===== src/rtl/gauss_imgd_port_arb.sv =====
// Port arbiter for the single-port destination image RAM: reads always win,
// writes wait in a small FIFO and use idle cycles; queued writes forward to reads.
module gauss_imgd_port_arb #(
   parameter int DEPTH = 8,
   parameter int AW    = 10,
   parameter int DW    = 8
) (
   input  logic                     clk,
   input  logic                     rst_n,
   input  logic                     clr,
   input  logic                     rd_en,
   input  logic [AW-1:0]            rd_px,
   input  logic [AW-1:0]            rd_py,
   output logic [DW-1:0]            rd_dt,
   output logic                     rd_vl,
   input  logic                     wr_en,
   input  logic [AW-1:0]            wr_px,
   input  logic [AW-1:0]            wr_py,
   input  logic [DW-1:0]            wr_dt,
   output logic                     ram_en,
   output logic                     ram_we,
   output logic [AW-1:0]            ram_px,
   output logic [AW-1:0]            ram_py,
   output logic [DW-1:0]            ram_wdt,
   input  logic [DW-1:0]            ram_rd_dt,
   input  logic                     ram_rd_vl,
   output logic [$clog2(DEPTH):0]   fifo_cnt,
   output logic                     empty,
   output logic                     ovf
);

   localparam int PW = $clog2(DEPTH);
   localparam int CW = PW + 1;

   logic [AW-1:0] r_fifo_px [DEPTH];
   logic [AW-1:0] r_fifo_py [DEPTH];
   logic [DW-1:0] r_fifo_dt [DEPTH];

   logic [PW-1:0] r_wr_ptr;
   logic [PW-1:0] r_rd_ptr;
   logic [CW-1:0] r_cnt;
   logic          r_ovf;

   logic          r_ram_en;
   logic          r_ram_we;
   logic [AW-1:0] r_ram_px;
   logic [AW-1:0] r_ram_py;
   logic [DW-1:0] r_ram_wdt;

   logic          r_hit1;
   logic          r_hit2;
   logic [DW-1:0] r_fdt1;
   logic [DW-1:0] r_fdt2;

   logic          w_full;
   logic          w_pop;
   logic          w_push;
   logic          w_drop;
   logic [DEPTH-1:0] w_match;
   logic [DW-1:0] w_mdt [DEPTH];
   logic          w_fwd_hit;
   logic [DW-1:0] w_fwd_dt;

   assign w_full = (r_cnt == CW'(DEPTH));
   assign w_pop  = !rd_en && (r_cnt != '0);
   assign w_push = wr_en && (!w_full || w_pop);
   assign w_drop = wr_en && !w_push;

   // Match vector indexed by age: slot 0 is the oldest queued write.
   genvar gi;
   generate
      for (gi = 0; gi < DEPTH; gi++) begin : g_match
         logic [PW-1:0] w_idx;
         assign w_idx        = r_rd_ptr + PW'(gi);
         assign w_match[gi]  = (CW'(gi) < r_cnt) &&
                               (r_fifo_px[w_idx] == rd_px) &&
                               (r_fifo_py[w_idx] == rd_py);
         assign w_mdt[gi]    = r_fifo_dt[w_idx];
      end
   endgenerate

   // Later (newer) matches override; the accepted incoming write is newest of all.
   always_comb begin
      w_fwd_hit = 1'b0;
      w_fwd_dt  = '0;
      for (int k = 0; k < DEPTH; k++) begin
         if (w_match[k]) begin
            w_fwd_hit = 1'b1;
            w_fwd_dt  = w_mdt[k];
         end
      end
      if (w_push && (wr_px == rd_px) && (wr_py == rd_py)) begin
         w_fwd_hit = 1'b1;
         w_fwd_dt  = wr_dt;
      end
      if (!rd_en) begin
         w_fwd_hit = 1'b0;
      end
   end

   always_ff @(posedge clk) begin
      if (w_push) begin
         r_fifo_px[r_wr_ptr] <= wr_px;
         r_fifo_py[r_wr_ptr] <= wr_py;
         r_fifo_dt[r_wr_ptr] <= wr_dt;
      end
   end

   always_ff @(posedge clk or negedge rst_n) begin
      if (!rst_n) begin
         r_wr_ptr  <= '0;
         r_rd_ptr  <= '0;
         r_cnt     <= '0;
         r_ovf     <= 1'b0;
         r_ram_en  <= 1'b0;
         r_ram_we  <= 1'b0;
         r_ram_px  <= '0;
         r_ram_py  <= '0;
         r_ram_wdt <= '0;
         r_hit1    <= 1'b0;
         r_hit2    <= 1'b0;
         r_fdt1    <= '0;
         r_fdt2    <= '0;
      end else begin
         if (w_push) begin
            r_wr_ptr <= r_wr_ptr + PW'(1);
         end
         if (w_pop) begin
            r_rd_ptr <= r_rd_ptr + PW'(1);
         end
         r_cnt <= r_cnt + CW'(w_push) - CW'(w_pop);

         if (w_drop) begin
            r_ovf <= 1'b1;
         end else if (clr) begin
            r_ovf <= 1'b0;
         end

         if (rd_en) begin
            r_ram_en <= 1'b1;
            r_ram_we <= 1'b0;
            r_ram_px <= rd_px;
            r_ram_py <= rd_py;
         end else if (w_pop) begin
            r_ram_en  <= 1'b1;
            r_ram_we  <= 1'b1;
            r_ram_px  <= r_fifo_px[r_rd_ptr];
            r_ram_py  <= r_fifo_py[r_rd_ptr];
            r_ram_wdt <= r_fifo_dt[r_rd_ptr];
         end else begin
            r_ram_en <= 1'b0;
         end

         // Forwarding result travels alongside the RAM read latency.
         r_hit1 <= w_fwd_hit;
         r_fdt1 <= w_fwd_dt;
         r_hit2 <= r_hit1;
         r_fdt2 <= r_fdt1;
      end
   end

   assign ram_en   = r_ram_en;
   assign ram_we   = r_ram_we;
   assign ram_px   = r_ram_px;
   assign ram_py   = r_ram_py;
   assign ram_wdt  = r_ram_wdt;
   assign fifo_cnt = r_cnt;
   assign empty    = (r_cnt == '0);
   assign ovf      = r_ovf;
   assign rd_vl    = ram_rd_vl;
   assign rd_dt    = ram_rd_vl ? (r_hit2 ? r_fdt2 : ram_rd_dt) : '0;

endmodule

===== config.mk =====
export PLATFORM = sky130hd
export DESIGN_NAME = gauss_imgd_port_arb
export DESIGN_NICKNAME = d
export VERILOG_FILES = /design/src/rtl/gauss_imgd_port_arb.sv
export SDC_FILE = /design/constraint.sdc
export NUM_CORES = 1
export LEC_CHECK = 0
export CORE_MARGIN = 2
export CORE_UTILIZATION = 40
export DETAILED_ROUTE_END_ITERATION = 8
export HOLD_SLACK_MARGIN = 0.06
export RECOVER_POWER = 50
export SYNTH_ARGS = -nofsm -noshare
export SYNTH_HDL_FRONTEND = slang
export SYNTH_SLANG_ARGS = --single-unit

===== constraint.sdc =====
create_clock -name clk -period 13.7 [get_ports clk]
set_input_delay 2.74 -clock clk [delete_from_list [all_inputs] [get_ports clk]]
set_output_delay 2.74 -clock clk [all_outputs]
set_load 0.02 [all_outputs]

# Word-level counts from Yosys, hierarchy flattened
# Memory sizes are Yosys's and may differ from the RTL's.
# Cells that the tools add are included.
[totals]
ff_bits = 59
ramBits = 224
word_cells = 117
mem_count = 3
[op_classes]
add_sub_neg = 10
n_lt_le_gt_ge = 8
eq_ne = 19
mux = 33
n_bitwise = 1
reduce_logical = 30
[mem_list]
columns = ["memory", "depth", "word_bits", "rd", "rd_ports_with_merged_regs", "write_ports", "line_no", "source"]
rows = [
  ["r_fifo_px", 8, 10, 8, 0, 1, "35", "logic [AW-1:0] r_fifo_px [DEPTH];"],
  ["r_fifo_py", 8, 10, 8, 0, 1, "36", "logic [AW-1:0] r_fifo_py [DEPTH];"],
  ["r_fifo_dt", 8, 8, 8, 0, 1, "37", "logic [DW-1:0] r_fifo_dt [DEPTH];"],
]
[op_table]
columns = ["operator", "n"]
rows = [
  ["equality test 10 bit", 18],
  ["2-to-1 mux 8 bit", 11],
  ["2-to-1 mux 10 bit", 4],
  ["logical AND 1 bit", 21],
  ["2-to-1 mux 1 bit", 18],
  ["< comparator 3 x 4 -> 1 bit, first input constant", 4],
  ["adder 3 bit, second input constant", 4],
  ["< comparator 1 x 4 -> 1 bit, first input constant", 2],
  ["< comparator 2 x 4 -> 1 bit, first input constant", 2],
  ["adder 3 x 1 -> 3 bit, second input constant", 2],
  ["adder 3 x 2 -> 3 bit, second input constant", 2],
  ["adder 4 x 1 -> 4 bit", 1],
  ["equality test 4 bit, second input constant", 1],
  ["logical NOT 4 bit", 1],
  ["nonzero test 2 bit", 2],
  ["nonzero test 4 bit", 1],
  ["subtractor 4 x 1 -> 4 bit", 1],
  ["logical NOT 1 bit", 3],
  ["AND reduction 2 bit", 1],
  ["logical OR 1 bit", 1],
  ["NOT 1 bit", 1],
]

# Longest topological paths before layout
# An unclocked memory read counts as a cell.
[logic_depth]
ltp_word = 14
depth_mapped = 23
ltp_nobuf = 12

# Least setup slack after synthesis
# Ideal clock, no wire load.
[synth_path]
path_type = "input to register"
from = "in rd_en"
to = "mem r_fifo_dt[0][0] (enable)"
setup_ns = 0.484
arrival_ns = 6.018
slack_ns = 7.199
stages = 4
path_cell_list = "clkbuf_1 > o211ai_1 > nand2_1 > nor4_1"
[synth_via]
elab_chain_len = 6
[synth_rtl]
columns = ["item", "line_no", "source"]
rows = [
  ["start: declaration", "11", "input logic rd_en,"],
  ["logical NOT 1 bit", "n/a", ""],
  ["logical AND 1 bit", "65", "assign w_pop = !rd_en && (r_cnt != '0);"],
  ["logical OR 1 bit", "66", "assign w_push = wr_en && (!w_full || w_pop);"],
  ["logical AND 1 bit", "66", ""],
  ["2-to-1 mux 1 bit", "102", "if (w_push) begin"],
  ["2-to-1 mux 1 bit (not written as such)", "105", "r_fifo_dt[r_wr_ptr] <= wr_dt;"],
  ["end: declaration", "37", ""],
]
# Every way passes these cells.

# Final worst setup path
[layout_path]
from = "in rd_en"
to = "reg r_hit1"
[layout_via]
elab_chain_len = 8
[layout_rtl]
columns = ["item", "line_no", "source"]
rows = [
  ["logical NOT 1 bit", "n/a", ""],
  ["logical AND 1 bit", "65", ""],
  ["logical OR 1 bit", "66", ""],
  ["logical AND 1 bit", "66", ""],
  ["logical AND 1 bit (2 in series)", "92", "if (w_push && (wr_px == rd_px) && (wr_py == rd_py)) begin"],
  ["2-to-1 mux 1 bit", "92", ""],
  ["2-to-1 mux 1 bit (*)", "96", "if (!rd_en) begin"],
  ["named net w_fwd_hit", "61", "logic w_fwd_hit;"],
  ["end signal: assignment", "155", "r_hit1 <= w_fwd_hit;"],
  ["end: declaration", "50", "logic r_hit1;"],
]
# Mark *: on every way through the listed nets, which the timed path passes. The rest lies on a longest branch.
# A chain may end at the register's enable or synchronous reset.

==> impl_metrics.csv <==
group,metric,value,unit
sta,period_share,52.8,%
detailed_routing,wire_per_inst,30.9,um
sta,clock_skew,0.0239,ns
worst_hold_path,hold_depth,0,
placed_design,pre_cts_slack,6.78,ns
clock_tree,h-tree-depth,2,
pwr,finalPower,6.65,mW
worst_hold_path,min_path_type,"reg -> reg",
synth,ys.flop_type,"edfxtp_1",
floorplan,rows,83,
sta,rsz0062_at_grt,"no",
worst_setup_path,cp-start-kind,"input pin",
detailed_routing,vias,15600,
worst_hold_path,hp-start,"r_hit1",
placed_design,routabilityCongestion,1.03,
clock_tree,clk_latency,0.55,ns
run,maxCapViolCount,2,
clock_tree,post-cts-setup-buffers,0,
pwr,power_leakage,8.09,nW
clock_tree,cts_resized,0,
final_layout,nets,1701,
worst_setup_path,arrival,7.64,ns
global_routing,grt_pass1_wl,105000,um
synth,synth.distinct_cells,73,
synth,ys_seq_area_share,39.4,%
synth,synth_seq_cells,283,
global_routing,grt_pass1_vias,14800,
detailed_routing,wirelength,72000,um
placed_design,io_buffer_count,106,
worst_hold_path,whs_endpoint,"r_hit2",
detailed_routing,drt_iter0_drc,2306,
worst_setup_path,r2r_setup_slack,6.98,ns
synth,synthDominantCellAreaShare,32.3,%
worst_setup_path,reg2reg_depth,13,
clock_tree,clk_pin_slew,0.06,ns
floorplan,die_x,232,um
placed_design,dp.cells,2273,
floorplan,start_util,40.5,%
clock_tree,cts.sinks,283,
sta,tns,0,ns
sta,slew_viol_final,106,
synth,post-synth-top-area-cell,"edfxtp_1",
final_layout,final_common_cell,"edfxtp_1",
synth,avgSynthCellArea,13.1,sq um
sta,setup_slack,6.47,ns
worst_setup_path,reg2reg_from,"r_rd_ptr[1]",
sta,hold_ws,0.361,ns
final_layout,final_util,45.8,%
worst_setup_path,critPathKind,"in -> reg",
clock_tree,hold_buffers,0,
detailed_routing,detail-route-antenna-nets,0,
clock_tree,cts_tree,"yes",
global_routing,grt_overflow,0,
synth,synthCells,1591,
placed_design,dpl_cell_area,0.0224,sq mm
synth,async_reset_ff_share,20.8,%
floorplan,dieArea,0.0539,sq mm
clock_tree,numCtsBuffers,34,
clock_tree,cts_root_buf,"clkbuf_16",
sta,worst_pin_slew,3.75,ns
worst_setup_path,r2r-end,"r_fdt1[4]",
synth,synth_enable_flop_cells,224,
worst_setup_path,cp-end-kind,"flop",
sta,final.min_clock_period,7.23,ns
detailed_routing,drcViolationCount,0,
synth,synth_nets,1663,
worst_setup_path,critPathMaxFanout,45,
sta,fmax,138,MHz
floorplan,ioPinCount,107,
sta,hold_violations,0,
status,status,"finished, violations left",
final_layout,final_cells,2332,
clock_tree,clockBufferDepth,3,
pwr,peakVddDrop,0.000183,V
pwr,p_per_area,283,mW/mm^2
final_layout,final_cell_mix,"edfxtp_1 (224), mux4_2 (206), mux2i_1 (187)",
floorplan,die-height,232,um
detailed_routing,via_per_inst,6.69,
global_routing,grt_usage,26.9,%
final_layout,design_area,0.0235,sq mm
sta,setup_violations,0,
synth,syn-cell-area,0.0208,sq mm
final_layout,syn_to_final_growth,13.0,%
worst_setup_path,cp_data_required_time,14.11,ns
synth,synthTopCellsByArea,"edfxtp_1 (32%), mux4_2 (22%), mux2i_1 (9.0%)",
placed_design,dp_hpwl,50600,um
global_routing,grt_max_degree,142,
sta,max-slew-margin-rel,-150,%
final_layout,drive_gt1_share,20.5,%
status,failed_checks,"max-capacitance violations, max-slew violations",
global_routing,antenna_found_initial,4,
detailed_routing,first_pass_iters,5,
synth,synth-warning-count,0,
floorplan,coreArea,0.0514,sq mm
[worst max-delay path, cell delays in order]
cell	delay (ns)
dlygate4sd3_1	0.52
clkbuf_1	1.52
o211ai_1	0.40
nand2_1	0.42
inv_1	0.24
nand4_1	0.72
nand2_1	0.50
o41a_1	0.57
[worst max-delay path by stage]
| stage | slack (ns) | startpoint | end |
|---|---|---|---|
| 6_report | 6.47 | rd_en | r_hit1 |
| 5_1_grt | 6.26 | rd_en | r_hit1 |
| 4_1_cts | 6.78 | ram_rd_vl | rd_dt[3] |
| 3_5_place_dp | 6.78 | ram_rd_vl | rd_dt[3] |
| 3_3_place_gp | 6.81 | ram_rd_vl | rd_dt[6] |
| 2_1_floorplan | 7.20 | rd_en | r_fifo_dt[0][0] |
[area by class of cell]
| cell class | instances | area (sq um) |
|---|---|---|
| repair buffers | 139 | 1310 |
| diodes | 1 | 2.50 |
| clock buffers | 41 | 918 |
| well taps | 680 | 851 |
| clock inverters | 17 | 241 |
| inverters | 25 | 93.8 |
| multi-input cells | 1146 | 11900 |
| flip-flops and latches | 283 | 8210 |
| fillers | 4560 | 27900 |
[report_power, final]
group	switching (mW)	internal [mW]	total (mW)	leakage [nW]
registers	0.211	1.11	1.33	2.74
clock network	0.367	0.590	0.957	0.566
logic	2.49	1.88	4.37	4.78
[metal layers]
metal / vias up / wire length, um / share of wire (%) / GRT usage, %
li1: 6459 / - / - / -
met1: 7994 / 30800 / 43 / 39.7
met2: 1034 / 31000 / 43 / 38.7
met3: 120 / 7760 / 11 / 5.91
met4: 4 / 2440 / 3.4 / 9.56
met5: - / 18 / 0.025 / 0
[registers in the layout (all words and copies together) (netlist names)]
register   cells
r_wr_ptr       3
r_fifo_dt     64
r_fdt1         8
r_hit2         1
r_fdt2         8
ram_en         1
r_hit1         1
ram_px        10
ram_wdt        8
ram_py        10
fifo_cnt       4
r_fifo_px     80
ram_we         1
r_fifo_py     80
ovf            1
r_rd_ptr       3
[cells by family after synthesis]
logic type | synth area share, %
AND/OR/NAND/NOR | 6.86
multiplexers | 32.9
XOR/XNOR | 7.76
AO/OA/AOI/OAI | 8.49
adder cells (fa/ha/maj) | 0.637
flip-flops | 39.4
buffers and inverters | 4.02
[Yosys cell counts (all sizes together), types with 10 or more instances]
cell type	instances
nand4	25
a2bb2oi	11
a22oi	19
mux2i	188
inv	21
nand2	117
a221o	20
dfrtp	59
mux2	16
a22o	10
nor2	38
nor2b	14
xnor2	147
nand3	17
o22ai	10
o221ai	11
edfxtp	224
buf	89
a221oi	11
clkbuf	48
nor4	23
xor2	36
a32oi	10
o21ai	56
a21oi	36
mux4	211
nor3	26
No activity file was read; power rests on OpenSTA's default activity.
